<file path="src/rtl/lane_stream_pkg.sv">
// -----------------------------------------------------------------------------
// lane_stream_pkg
// Shared types and constants for the lane stream merger.
//   LANE_BYTE_W   : payload width of one lane beat
//   LANE_IDX_W    : width of the internal lane tag (covers up to 8 lanes)
//   merge_state_e : frame FSM states (RUN accepts input, DRAIN waits for the
//                   frame-final byte to leave)
//   lane_beat_t   : contents of the output register {idx, data, last}
// -----------------------------------------------------------------------------
package lane_stream_pkg;

  localparam int LANE_BYTE_W = 8;
  localparam int LANE_IDX_W  = 3;

  typedef enum logic {
    RUN   = 1'b0,
    DRAIN = 1'b1
  } merge_state_e;

  // "byte" is a keyword, so the payload field is called data.
  typedef struct packed {
    logic [LANE_IDX_W-1:0]  idx;
    logic [LANE_BYTE_W-1:0] data;
    logic                   last;
  } lane_beat_t;

endpackage

</file>
<file path="src/rtl/lane_stream_merge_rr_arbiter.sv">
// -----------------------------------------------------------------------------
// rr_arbiter
// Combinational round-robin pick: the first requesting bit at or after ptr_i,
// wrapping around. N must be a power of two so the index wraps by overflow.
// Ports:
//   req_i         : request vector
//   ptr_i         : index searched first
//   grant_valid_o : some request was found
//   grant_oh_o    : one-hot grant (zero when nothing requests)
//   grant_idx_o   : index of the granted bit (zero when nothing requests)
// -----------------------------------------------------------------------------
module rr_arbiter #(
  parameter  int N  = 8,
  localparam int PW = (N > 1) ? $clog2(N) : 1
) (
  input  logic [N-1:0]  req_i,
  input  logic [PW-1:0] ptr_i,
  output logic          grant_valid_o,
  output logic [N-1:0]  grant_oh_o,
  output logic [PW-1:0] grant_idx_o
);

  always_comb begin
    logic [PW-1:0] cand;
    grant_valid_o = 1'b0;
    grant_idx_o   = '0;
    cand          = '0;
    for (int i = 0; i < N; i++) begin
      cand = ptr_i + PW'(i);
      if (!grant_valid_o && req_i[cand]) begin
        grant_valid_o = 1'b1;
        grant_idx_o   = cand;
      end
    end
    grant_oh_o = grant_valid_o ? (N'(1) << grant_idx_o) : '0;
  end

endmodule

</file>
<file path="src/rtl/lane_stream_merge.sv">
// -----------------------------------------------------------------------------
// lane_stream_merge
// Merges LANES per-lane byte streams into one idx-tagged byte stream. Lanes are
// served round-robin, one byte per cycle, through a single pass-through output
// register. A frame closes once every lane has delivered its last byte; the
// frame-final byte is flagged with out_bits_last and its output handshake
// pulses status_done and restarts the search at lane 0.
//
// Ports:
//   clk, rst_n          : clock, asynchronous active-low reset
//   in_valid/in_ready   : per-lane handshake (at most one in_ready bit high)
//   in_byte, in_last    : lane k payload at [8k+7:8k], lane k final byte
//   out_valid/out_ready : merged stream handshake
//   out_bits_idx/_byte/_last : source lane, byte, frame-final flag
//   status_done         : one-cycle pulse after the frame-final handshake
//
// Optional feature, enabled by defining LANE_STREAM_MERGE_STATS_EN:
//   stat_frames[15:0]   : completed frames, wrapping
//   stat_bytes[31:0]    : output handshakes, saturating, restarted at frame start
// -----------------------------------------------------------------------------
module lane_stream_merge
  import lane_stream_pkg::*;
#(
  parameter int LANES = 8,
  parameter int IDX_W = 8
) (
  input  logic                           clk,
  input  logic                           rst_n,
  input  logic [LANES-1:0]               in_valid,
  output logic [LANES-1:0]               in_ready,
  input  logic [LANES*LANE_BYTE_W-1:0]   in_byte,
  input  logic [LANES-1:0]               in_last,
  output logic                           out_valid,
  input  logic                           out_ready,
  output logic [IDX_W-1:0]               out_bits_idx,
  output logic [LANE_BYTE_W-1:0]         out_bits_byte,
  output logic                           out_bits_last,
  output logic                           status_done
`ifdef LANE_STREAM_MERGE_STATS_EN
  ,
  output logic [15:0]                    stat_frames,
  output logic [31:0]                    stat_bytes
`endif
);

  localparam int PW = $clog2(LANES);

  merge_state_e     state_q, state_d;
  logic [LANES-1:0] done_mask_q, done_mask_d;
  logic [PW-1:0]    rr_ptr_q, rr_ptr_d;
  lane_beat_t       beat_q, beat_d;
  logic             out_valid_q, out_valid_d;
  logic             status_done_q;
  // Low for the first cycle after reset so in_ready is held off while rst_n
  // is asserted and the first grant is taken from a clean state.
  logic             active_q;

  logic             grant_valid;
  logic [LANES-1:0] grant_oh;
  logic [PW-1:0]    grant_idx;
  logic [LANE_BYTE_W-1:0] lane_byte;
  logic             lane_last;
  logic             last_frame;
  logic             in_hs;
  logic             out_hs;
  logic             frame_end;

  // Lanes that already closed this frame are masked out of arbitration.
  rr_arbiter #(.N(LANES)) u_arb (
    .req_i         (in_valid & ~done_mask_q),
    .ptr_i         (rr_ptr_q),
    .grant_valid_o (grant_valid),
    .grant_oh_o    (grant_oh),
    .grant_idx_o   (grant_idx)
  );

  assign lane_byte  = in_byte[grant_idx*LANE_BYTE_W +: LANE_BYTE_W];
  assign lane_last  = in_last[grant_idx];
  // Frame-final when this is the granted lane's last byte and every other
  // lane has already closed.
  assign last_frame = lane_last & (&(done_mask_q | grant_oh));

  // The output slot is free when empty or emptying this cycle, which makes
  // in_ready combinational from out_ready.
  assign in_hs     = grant_valid & (~out_valid_q | out_ready) & (state_q == RUN) & active_q;
  assign out_hs    = out_valid_q & out_ready;
  assign frame_end = (state_q == DRAIN) & out_hs;

  assign in_ready = in_hs ? grant_oh : '0;

  always_comb begin
    state_d     = state_q;
    done_mask_d = done_mask_q;
    rr_ptr_d    = rr_ptr_q;
    beat_d      = beat_q;
    out_valid_d = out_valid_q;

    if (out_hs) begin
      out_valid_d = 1'b0;
    end
    // A new grant in the same cycle as an output handshake reloads with no bubble.
    if (in_hs) begin
      out_valid_d = 1'b1;
      beat_d.idx  = LANE_IDX_W'(grant_idx);
      beat_d.data = lane_byte;
      beat_d.last = last_frame;
      rr_ptr_d    = grant_idx + PW'(1);
      if (lane_last) begin
        done_mask_d = done_mask_q | grant_oh;
      end
    end

    case (state_q)
      RUN: begin
        if (in_hs && last_frame) begin
          state_d = DRAIN;
        end
      end
      DRAIN: begin
        if (out_hs) begin
          state_d     = RUN;
          done_mask_d = '0;
          rr_ptr_d    = '0;
        end
      end
      default: state_d = RUN;
    endcase
  end

  always_ff @(posedge clk or negedge rst_n) begin
    if (!rst_n) begin
      state_q       <= RUN;
      done_mask_q   <= '0;
      rr_ptr_q      <= '0;
      beat_q        <= '0;
      out_valid_q   <= 1'b0;
      status_done_q <= 1'b0;
      active_q      <= 1'b0;
    end else begin
      state_q       <= state_d;
      done_mask_q   <= done_mask_d;
      rr_ptr_q      <= rr_ptr_d;
      beat_q        <= beat_d;
      out_valid_q   <= out_valid_d;
      status_done_q <= frame_end;
      active_q      <= 1'b1;
    end
  end

  assign out_valid     = out_valid_q;
  assign out_bits_idx  = IDX_W'(beat_q.idx);
  assign out_bits_byte = beat_q.data;
  assign out_bits_last = beat_q.last;
  assign status_done   = status_done_q;

`ifdef LANE_STREAM_MERGE_STATS_EN
  logic [15:0] stat_frames_q;
  logic [31:0] stat_bytes_q, stat_bytes_d;

  // The handshake that closes a frame also opens the next count window, so
  // the restart value is 1 rather than 0: every handshake is counted once.
  always_comb begin
    stat_bytes_d = stat_bytes_q;
    if (frame_end) begin
      stat_bytes_d = 32'd1;
    end else if (out_hs && (stat_bytes_q != 32'hFFFF_FFFF)) begin
      stat_bytes_d = stat_bytes_q + 32'd1;
    end
  end

  always_ff @(posedge clk or negedge rst_n) begin
    if (!rst_n) begin
      stat_frames_q <= '0;
      stat_bytes_q  <= '0;
    end else begin
      stat_bytes_q <= stat_bytes_d;
      if (frame_end) begin
        stat_frames_q <= stat_frames_q + 16'd1;
      end
    end
  end

  assign stat_frames = stat_frames_q;
  assign stat_bytes  = stat_bytes_q;
`endif

endmodule

</file>
<file path="config.mk">
export PLATFORM = sky130hd
export DESIGN_NAME = lane_stream_merge
export DESIGN_NICKNAME = d
export VERILOG_FILES = /design/src/rtl/lane_stream_pkg.sv /design/src/rtl/lane_stream_merge_rr_arbiter.sv /design/src/rtl/lane_stream_merge.sv
export SDC_FILE = /design/constraint.sdc
export NUM_CORES = 1
export LEC_CHECK = 0
export ABC_AREA = 1
export BUFFER_PORTS_ARGS = -buffer_cell sky130_fd_sc_hd__buf_2
export CORE_MARGIN = 4
export CORE_UTILIZATION = 45
export DETAILED_ROUTE_END_ITERATION = 10
export PLACE_DENSITY = 0.71
export SLEW_MARGIN = 20
export SYNTH_ARGS = -nofsm -noshare
export SYNTH_HDL_FRONTEND = slang
export SYNTH_SLANG_ARGS = --single-unit
</file>
<file path="constraint.sdc">
create_clock -name clk -period 4.4 [get_ports clk]
set_clock_uncertainty 0.2 [all_clocks]
set_input_delay 0.88 -clock clk [delete_from_list [all_inputs] [get_ports clk]]
set_output_delay 0.88 -clock clk [all_outputs]
set_load 0.02 [all_outputs]
</file>
==> results of run 1 <==
==> per-layer routing <==
layer / vias up / wire length, um / global-route usage
met2: 106 / 3950 / 0.385
met4: 0 / 108 / 0.0676
met1: 1361 / 3170 / 0.249
met5: - / 0 / 0
li1: 1527 / - / -
met3: 10 / 587 / 0.0417
==> synthesized netlist by cell type (5+ instances only) <==
cell / n / area (um2)
nand4_1: 19 / 119
dfrtp_1: 27 / 676
nand3_1: 48 / 240
inv_2: 5 / 18.8
a21oi_1: 11 / 55.1
nand3_2: 16 / 160
nor2_1: 22 / 82.6
nand2_2: 11 / 68.8
inv_1: 30 / 113
buf_4: 7 / 52.6
nand2_1: 156 / 586
nor2_2: 5 / 31.3
==> cell families after synthesis <==
| kind of cell | share of synthesized area |
|---|---|
| compound gates | 0.0552 |
| flops | 0.253 |
| other cells | 0.00281 |
| xor+xnor | 0.00983 |
| fa+ha+maj | 0.0140 |
| simple gates | 0.560 |
| buf+inv | 0.105 |
==> flip-flops by register name, indices dropped and copies added, names as in the netlist <==
| signal | flops |
|---|---|
| done_mask_q | 8 |
| out_bits_byte | 8 |
| out_bits_idx | 3 |
| rr_ptr_q | 3 |
| active_q | 1 |
| out_bits_last | 1 |
| out_valid | 1 |
| state_q | 1 |
| status_done | 1 |
==> area by class of cell <==
type	count	area, um2
sequential	27	677
clock buffer	3	41.3
tap	72	90.1
timing repair buffer	114	596
clock inverter	1	7.51
fill	544	2330
multi-input combinational	330	1740
inverter	38	153
==> metrics by stage <==
step	total power, mW	setup slack (ns)
CTS	0.462	0.0444
global placement	0.315	0.109
global route	0.478	0.0150
finish	0.457	0.259
detailed placement	0.315	0.0946
floorplan	0.274	0.272
==> critical path, delay by kind of cell, from the launching register on <==
| family | cells | cell delay (ns) |
|---|---|---|
| simple gates | 8 | 1.00 |
| compound gates | 1 | 0.25 |
| buf+inv | 6 | 0.61 |
| fa+ha+maj | 2 | 0.46 |
| flops | 1 | 0.44 |
==> cells in the final DEF (no fill, tap or decap), drive strengths merged, types with 2 or more instances in the layout <==
master,netlist,layout
inv,37,37
o21ai,5,5
buf,15,114
nand4,21,21
nand3b,3,3
a31oi,2,2
clkbuf,1,3
ha,3,3
xnor2,2,2
dfrtp,27,27
nand3,66,66
nor2,33,33
nand2,168,168
a21oi,11,11
o211ai,2,2
conb,2,6
==> path summary, 6_finish.rpt <==
check | startpoint | end | slack, ns | cells after the start
worst max-delay path | rr_ptr_q[1] | in_ready[3] | 0.26 | 17
worst max register to register | rr_ptr_q[1] | out_bits_last | 1.04 | 20
max in group asynchronous | rst_n | rr_ptr_q[1] | 3.17 | 1
worst min register to register | state_q | state_q | 0.30 | 2
min in group asynchronous | rst_n | out_bits_last | 0.40 | 1
worst min-delay path | state_q | state_q | 0.30 | 2
==> what timing repair did <==
item / in CTS / in global routing
hold endpoints to repair: 0 / 0
setup endpoints to repair: 8 / 8
buffers inserted: 1 / 2
resized for setup: 2 / 4
pin swaps: 1 / 0
==> power by group through the flow <==
stage	clock network, mW	logic [mW]	registers (mW)
floorplan	0	0.0204	0.253
detailed placement	0	0.0612	0.253
global placement	0	0.0612	0.253
global route	0.160	0.0688	0.249
CTS	0.152	0.0614	0.249
finish	0.148	0.0607	0.249
==> flow_metrics.py, run 1 <==
metrics = {
    "setup_path": {
        "slowest_delay_ns": 0.44,
        "crit_arrival_ns": 3.06,
        "cp.required_ns": 3.32,
        "critPathMostFrequentCell": "inv_2",
        "crit_chain": "inv_2 > ha_2 > inv_4 > nand3_1 > nand2_1 > nor2_1 > a31oi_1 > inv_2 > nor2_8 > nand3_1 > nand3_4 > nand2_2 > inv_2 > ha_1 > inv_1 > nor2_1 > buf_2",
        "cp-end-kind": "output port",
        "cp_slowest_cell": "dfrtp_2",
        "crit_fanout": 9,
        "crit_type": "reg2out",
        "startpoint_type": "flip-flop",
    },
    "grt": {
        "antenna_found_initial": 0,
        "grt_max_degree": 28,
        "grt.total_usage": 0.212,
        "grt_pass1_wl_um": 12800,
        "grt_pass1_vias": 2930,
        "grt-ovfl-total": 0,
    },
    "synth": {
        "ys_warn_count": 0,
        "ys_types": 41,
        "synth_ff_type": "dfrtp_1",
        "async_reset_ff_frac": 1.00,
        "syn_inst": 407,
        "mappedNetlistArea_um2": 2670,
        "synth_edf_count": 0,
        "ys_seq_area_frac": 0.253,
        "synth_seq_cells": 27,
        "synth.avg_cell_area_um2": 6.57,
    },
    "clocking": {
        "cts.sink_count": 27,
        "htree_levels": 1,
        "cts-root-buf": "clkbuf_8",
        "clock_path_buffers": 2,
        "clock_latency_ns": 0.27,
        "clk_pin_slew_ns": 0.10,
        "hold_buffers": 0,
        "cts_tree": "yes",
        "cts_made_buffers": 3,
    },
    "sta": {
        "slew_viol_final": 0,
        "setup_violations": 0,
        "hold_viol_final": 0,
        "period_minus_slack_ns": 4.14,
        "final.setup.tns_ns": 0,
        "rsz0062_at_grt": "false",
        "maxSlewHeadroom": 0.487,
        "worst_slew_pin_slew_ns": 0.767,
        "fin_hold_ws_ns": 0.296,
        "min_period_over_period": 0.941,
        "max_freq_mhz": 242,
    },
    "detailed_routing": {
        "vias": 3004,
        "drtIter0Drc": 137,
        "route.detailed.drc": 0,
        "drt-pass1-iter-count": 4,
        "antenna_left": 0,
        "wl_per_cell_um": 13.4,
        "wl_um": 7820,
        "avgViaCountPerCell": 5.14,
    },
    "hold_path": {
        "hp-class": "reg2reg",
    },
    "final_layout": {
        "stdcell_area_um2": 3310,
        "fin_cells": 585,
        "syn_to_final_growth_pct": 23.7,
        "nNetsFinal": 600,
        "insertedDiodeCount": 0,
        "drive_gt1_frac": 0.341,
        "utilization": 0.586,
    },
    "floorplanning": {
        "ios": 110,
        "core_area_um2": 5640,
        "dieArea_um2": 7240,
        "die_h_um": 85.1,
        "die_w_um": 85.1,
        "initial_core_util": 0.474,
        "rows": 27,
    },
    "pwr": {
        "p_sw_frac": 0.244,
        "switchingPower_mw": 0.112,
        "peakVddDrop_uv": 90.3,
        "internal_power_mw": 0.345,
        "p_clk_frac": 0.323,
        "p_per_area_nw_per_um2": 138,
        "pwr-share-seq": 0.544,
        "power.leakage_nw": 1.79,
        "combPwrFrac": 0.133,
    },
    "placed_design": {
        "gp_congestion": 0.903,
        "io_buffers": 104,
        "placed_cells": 578,
        "place_area_um2": 3220,
        "place_hpwl_um": 6430,
    },
    "job": {
        "cap_violations": 0,
    },
    "status": {
        "status": "complete, no violations",
    },
}
Power figures use the tool's default switching activity.
==> inputs of run 2 (changes only) <==
RECOVER_POWER = 100   (was not set)
SLEW_MARGIN = 10   (was 20)
==> flow_metrics.py, run 2 (synthesis gave the netlist of run 1 again) <==
metrics = {
    "status": {
        "status": "complete, no violations",
    },
    "placed_design": {
        "gp_congestion": 0.903,
        "dp_slack_ns": 0.0946,
        "place_hpwl_um": 6430,
        "io_buffers": 104,
    },
    "pwr": {
        "pwr-share-seq": 0.543,
        "combPwrFrac": 0.132,
        "switchingPower_mw": 0.113,
        "power.leakage_nw": 1.71,
        "power.total_mw": 0.458,
        "peakVddDrop_uv": 92.1,
        "internal_power_mw": 0.345,
        "p_sw_frac": 0.246,
        "p_clk_frac": 0.325,
        "p_per_area_nw_per_um2": 140,
    },
    "sta": {
        "final.setup.worst_slack_ns": 0.237,
        "worst_slew_pin_slew_ns": 1.45,
        "period_minus_slack_ns": 4.16,
        "min_period_over_period": 0.946,
        "final.setup.tns_ns": 0,
        "rsz0062_at_grt": "false",
        "slew_viol_final": 0,
        "setup_violations": 0,
        "max_freq_mhz": 240,
        "maxSlewHeadroom": 0.0350,
        "hold_viol_final": 0,
    },
    "setup_path": {
        "crit_arrival_ns": 3.08,
        "crit_buf_inv": 5,
        "crit_family": "simple AND/OR/NAND/NOR gates",
        "crit_type": "reg2out",
        "cp.required_ns": 3.32,
        "slowest_delay_ns": 0.44,
        "critPathMostFrequentCell": "nor2_2",
        "crit_chain": "inv_2 > ha_2 > inv_4 > nand3_1 > nand2_1 > nor2_1 > a31oi_1 > inv_1 > nor2_8 > nand4_4 > nand2_8 > inv_6 > nor2_2 > nand2_2 > nor2_2 > clkbuf_2",
        "cp_slowest_cell": "dfrtp_2",
        "crit_fanout": 10,
        "startpoint_type": "flip-flop",
        "cp-end-kind": "output port",
    },
    "clocking": {
        "cts_tree": "yes",
        "htree_levels": 1,
        "cts_made_buffers": 3,
        "cts-root-buf": "clkbuf_8",
        "clk_pin_slew_ns": 0.10,
        "clock_path_buffers": 2,
        "clock_latency_ns": 0.28,
        "cts.sink_count": 27,
    },
    "floorplanning": {
        "core_area_um2": 5640,
        "ios": 110,
        "dieArea_um2": 7240,
        "die_h_um": 85.1,
        "rows": 27,
        "initial_core_util": 0.474,
        "die_w_um": 85.1,
    },
    "final_layout": {
        "layout_common_cells": "nand2_1, buf_2, nand3_1",
        "nNetsFinal": 600,
        "drive_gt1_frac": 0.302,
        "layout_commonest_cell": "nand2_1",
        "nFillCells": 558,
        "syn_to_final_growth_pct": 22.1,
        "seq_area_um2": 677,
        "insertedDiodeCount": 0,
        "multiInputGateArea_um2": 1720,
    },
    "detailed_routing": {
        "wl_per_cell_um": 13.5,
        "route.detailed.drc": 0,
        "vias": 3015,
        "drt-pass1-iter-count": 4,
        "avgViaCountPerCell": 5.15,
        "wl_um": 7870,
        "drtIter0Drc": 131,
        "antenna_left": 0,
    },
    "job": {
        "cap_violations": 0,
    },
    "grt": {
        "grt-ovfl-total": 0,
        "antenna_found_initial": 0,
        "grt_max_degree": 28,
        "grt.total_usage": 0.212,
        "grt_pass1_vias": 2930,
        "grt_pass1_wl_um": 12800,
    },
    "hold_path": {
        "hp-class": "reg2reg",
    },
}
run 2: cell count changes in the layout (fill, tap and decap cells not counted):
cell / change
buf_2: -23
inv_2: -2
nor2_2: +1
nor2_1: +1
nor2_4: -1
nand2_1: +1
clkbuf_1: +16
clkbuf_2: +7
nor2_8: -1
inv_1: +2
nand2_2: -1
run 2: area by class of cell:
| type | count | area share |
|---|---|---|
| repair buffers | 114 | 0.176 |
| flip-flops and latches | 27 | 0.207 |
| inverters | 38 | 0.0468 |
| well taps | 72 | 0.0276 |
| clock inverters | 1 | 0.00230 |
| clock buffers | 3 | 0.0126 |
| multi-input cells | 330 | 0.527 |
run 2: metrics by stage:
| step | area, um2 | util | cells | hold slack (ns) |
|---|---|---|---|---|
| final | 3260 | 0.579 | 585 | 0.298 |
| after global routing | 3260 | 0.579 | 585 | 0.324 |
| after CTS | 3280 | 0.581 | 583 | 0.294 |
| after detailed placement | 3220 | 0.571 | 578 | 0.267 |
| after global placement | 3220 | 0.571 | 578 | 0.263 |
| after floorplan | 2690 | - | 411 | 0.250 |
run 2: tightest hold or removal path, delay by kind of cell (launching register included):
| family | cells | cell delay, ns |
|---|---|---|
| DFF | 1 | 0.36 |
| and+or+nand+nor | 2 | 0.11 |
run 2: final timing paths:
path	startpoint	end	slack (ns)	cells after the start
worst min register to register	state_q	state_q	0.30	2
max in group asynchronous	rst_n	rr_ptr_q[1]	2.33	1
worst max-delay path	rr_ptr_q[1]	in_ready[5]	0.24	16
min in group asynchronous	rst_n	out_bits_last	0.72	1
worst min-delay path	state_q	state_q	0.30	2
worst max register to register	rr_ptr_q[1]	out_bits_byte[4]	0.59	17
run 2: power groups by stage:
stage | registers [mW] | clock network, mW | logic, mW
3_3_place_gp | 0.253 | 0 | 0.0612
6_report | 0.249 | 0.149 | 0.0604
4_1_cts | 0.249 | 0.152 | 0.0614
3_5_place_dp | 0.253 | 0 | 0.0612
2_1_floorplan | 0.253 | 0 | 0.0204
5_1_grt | 0.249 | 0.160 | 0.0683
run 2: what timing repair did:
action | CTS | global route
resized for setup | 2 | 4
endpoints found under the setup margin | 8 | 8
setup buffers | 1 | 2
hold buffers | 0 | 0
pin swaps | 1 | 0
run 2: per-layer routing:
layer	vias up	GRT usage	wire, um
li1	1529	-	-
met1	1368	0.249	3270
met2	103	0.385	3940
met3	15	0.0417	537
met4	0	0.0676	124
met5	-	0	0
==> inputs of run 3 (changes only) <==
BUFFER_PORTS_ARGS = not set   (was -buffer_cell sky130_fd_sc_hd__buf_2)
DONT_BUFFER_PORTS = 1   (was not set)
PLACE_DENSITY = 0.7   (was 0.71)
SYNTH_HIERARCHICAL = 1   (was not set)
==> flow_metrics.py, run 3 <==
metrics = {
    "synth": {
        "synth_area_leader_cell": "dfrtp_1",
        "synth-compound-area-share": 0.137,
        "yosysMostFrequentCell": "nand2_1",
        "ys_top_cells_by_area": "dfrtp_1, nand2_1, nor2_1",
        "synth_top_family_by_area": "simple AND/OR/NAND/NOR gates",
        "syn_inst": 451,
        "synth_fa_ha_area_frac": 0.0134,
        "ys_seq_area_frac": 0.241,
        "synthTopCellsByCount": "nand2_1, nor2_1, nand3_1",
        "async_reset_ff_frac": 1.00,
        "ys_types": 36,
        "synth_ff_type": "dfrtp_1",
        "synth_edf_count": 0,
        "synth.avg_cell_area_um2": 6.22,
        "synth_top_area_frac": 0.241,
        "mappedNetlistArea_um2": 2810,
        "yosys.area_share.simple": 0.459,
        "ys_warn_count": 6,
        "synthMuxAreaShare": 0,
        "yosys.area_share.xor_xnor": 0.0178,
        "synth_seq_cells": 27,
    },
    "setup_path": {
        "worstSetupStartpoint": "rr_ptr_q[1]",
        "startpoint_type": "flip-flop",
        "crit_family": "simple AND/OR/NAND/NOR gates",
        "crit_type": "reg2out",
        "reg2reg_depth": 20,
        "crit_arrival_ns": 3.06,
        "r2r_start": "rr_ptr_q[1]",
        "crit_chain": "inv_4 > ha_2 > inv_4 > nand3_2 > nand3_2 > nand2_4 > nor2_8 > nand4_4 > nor2_4 > nand4_1 > inv_1 > a21oi_2 > nor2_1 > inv_1 > nor2_2",
        "crit_fanout": 9,
        "cp.required_ns": 3.32,
        "path_depth": 15,
        "cp-end-kind": "output port",
        "slowest_delay_ns": 0.42,
        "crit_buf_inv": 4,
        "cp_slowest_cell": "dfrtp_1",
    },
    "final_layout": {
        "nNetsFinal": 533,
        "nFillCells": 636,
        "insertedDiodeCount": 0,
        "drive_gt1_frac": 0.130,
        "layout_common_cells": "nand2_1, nor2_1, nand3_1",
        "layout_commonest_cell": "nand2_1",
        "syn_to_final_growth_pct": 2.23,
    },
    "detailed_routing": {
        "vias": 2925,
        "wl_um": 7920,
        "antenna_left": 0,
        "drt-pass1-iter-count": 5,
        "wl_per_cell_um": 15.2,
        "drtIter0Drc": 249,
        "route.detailed.drc": 0,
        "avgViaCountPerCell": 5.61,
    },
    "sta": {
        "setup_violations": 0,
        "final.setup.tns_ns": 0,
        "hold_viol_final": 0,
        "worst_slew_pin_slew_ns": 0.804,
        "min_period_over_period": 0.940,
        "rsz0062_at_grt": "false",
        "maxSlewHeadroom": 0.464,
        "max_freq_mhz": 242,
        "slew_viol_final": 0,
        "period_minus_slack_ns": 4.14,
        "final.setup.worst_slack_ns": 0.262,
    },
    "hold_path": {
        "hp-class": "in2async",
    },
    "grt": {
        "grt_pass1_wl_um": 12700,
        "grt_max_degree": 40,
        "grt.total_usage": 0.207,
        "grt_pass1_vias": 2736,
        "grt-ovfl-total": 0,
        "antenna_found_initial": 0,
    },
    "floorplanning": {
        "die_w_um": 87.0,
        "ios": 110,
        "initial_core_util": 0.468,
        "rows": 28,
        "die_h_um": 87.0,
        "dieArea_um2": 7560,
        "core_area_um2": 5990,
    },
    "pwr": {
        "power.total_mw": 0.418,
        "combPwrFrac": 0.050,
        "p_clk_frac": 0.355,
        "pwr-share-seq": 0.596,
        "switchingPower_mw": 0.0956,
        "p_sw_frac": 0.229,
        "p_per_area_nw_per_um2": 146,
        "peakVddDrop_uv": 174,
        "power.leakage_nw": 1.46,
        "internal_power_mw": 0.322,
    },
    "clocking": {
        "cts_made_buffers": 3,
        "clk_pin_slew_ns": 0.10,
        "clock_path_buffers": 2,
        "htree_levels": 1,
        "cts-root-buf": "clkbuf_8",
        "cts.sink_count": 27,
        "clock_latency_ns": 0.28,
        "cts_tree": "yes",
    },
    "status": {
        "status": "complete, no violations",
    },
    "placed_design": {
        "place_hpwl_um": 6270,
        "gp_congestion": 0.912,
        "dp_slack_ns": 0.385,
        "io_buffers": 0,
    },
    "job": {
        "cap_violations": 0,
    },
}
[run 3: cell count changes after synthesis, sizes merged, moves of 2 or more]
cell	delta
buf	+3
clkbuf	+3
inv	+19
nand2	-57
nand3	-4
nand3b	-3
nand4	-11
nor2	+50
o211ai	-2
o21ai	+32
o22ai	+17
[run 3: cell type report]
type                       count  area [um2]  share of cell area
sequential                    27         676               0.236
timing repair buffer           9        61.3              0.0214
clock inverter                 1        8.76             0.00305
tap                           75        93.8              0.0327
clock buffer                   3        41.3              0.0144
multi-input combinational    350        1770               0.618
inverter                      56         215              0.0750
[run 3: cells by family after synthesis]
kind of cell,Yosys count
other cells,2
fa+ha+maj,3
xor+xnor,4
flops,27
simple gates,268
buf+inv,78
compound gates,69
[run 3: worst register-to-register path, cell delays in order, from the launching register on]
cell and delay [ns]:
dfrtp_1 0.42, inv_4 0.13, ha_2 0.36, inv_4 0.13
nand3_2 0.14, nand3_2 0.12, nand2_4 0.07, nor2_8 0.14
nand4_4 0.12, nor2_4 0.19, nand3_1 0.13, nand4_1 0.16
buf_4 0.35, inv_2 0.33, nand2_1 0.13, nand2_1 0.06
nand2_1 0.11, nand3_4 0.15, and2_0 0.17, nand2_1 0.09
nand2_1 0.06
[run 3: per-layer routing]
metal / GRT usage / wire (um) / vias up
met2: 0.325 / 3710 / 114
met4: 0.0637 / 133 / 0
met5: 0 / 0 / -
met1: 0.297 / 3600 / 1356
met3: 0.0246 / 485 / 13
li1: - / - / 1442
[run 3: metrics by stage]
step / utilization / instance area [um2] / std cells / hold WS (ns)
after floorplan: - / 2820 / 455 / 0.269
after global placement: 0.473 / 2830 / 517 / 0.284
after detailed placement: 0.473 / 2830 / 517 / 0.291
after CTS: 0.481 / 2880 / 521 / 0.0715
after global routing: 0.479 / 2870 / 521 / 0.0646
final: 0.479 / 2870 / 521 / 0.0804
[run 3: worst paths after layout]
check / end / slack (ns)
max: in_ready[4] / 0.26
min: out_bits_byte[1] / 0.08
max reg2reg: state_q / 0.54
min reg2reg: state_q / 0.32
max in group asynchronous: done_mask_q[3] / 3.84
min in group clk: state_q / 0.32
[run 3: power by group through the flow]
| stage | clock network (mW) | logic, mW | registers, mW |
|---|---|---|---|
| after global placement | 0 | 0.0204 | 0.254 |
| after floorplan | 0 | 0.0207 | 0.254 |
| after CTS | 0.154 | 0.0207 | 0.249 |
| after detailed placement | 0 | 0.0207 | 0.254 |
| final | 0.148 | 0.0207 | 0.249 |
| after global routing | 0.163 | 0.0237 | 0.249 |
[run 3: what timing repair did]
item | 4_1_cts | 5_1_grt
hold buffers | 0 | 0
endpoints found under the hold margin | 0 | 0
buffers inserted | 0 | 0
resized for setup | 0 | 6
setup endpoints to repair | 0 | 4
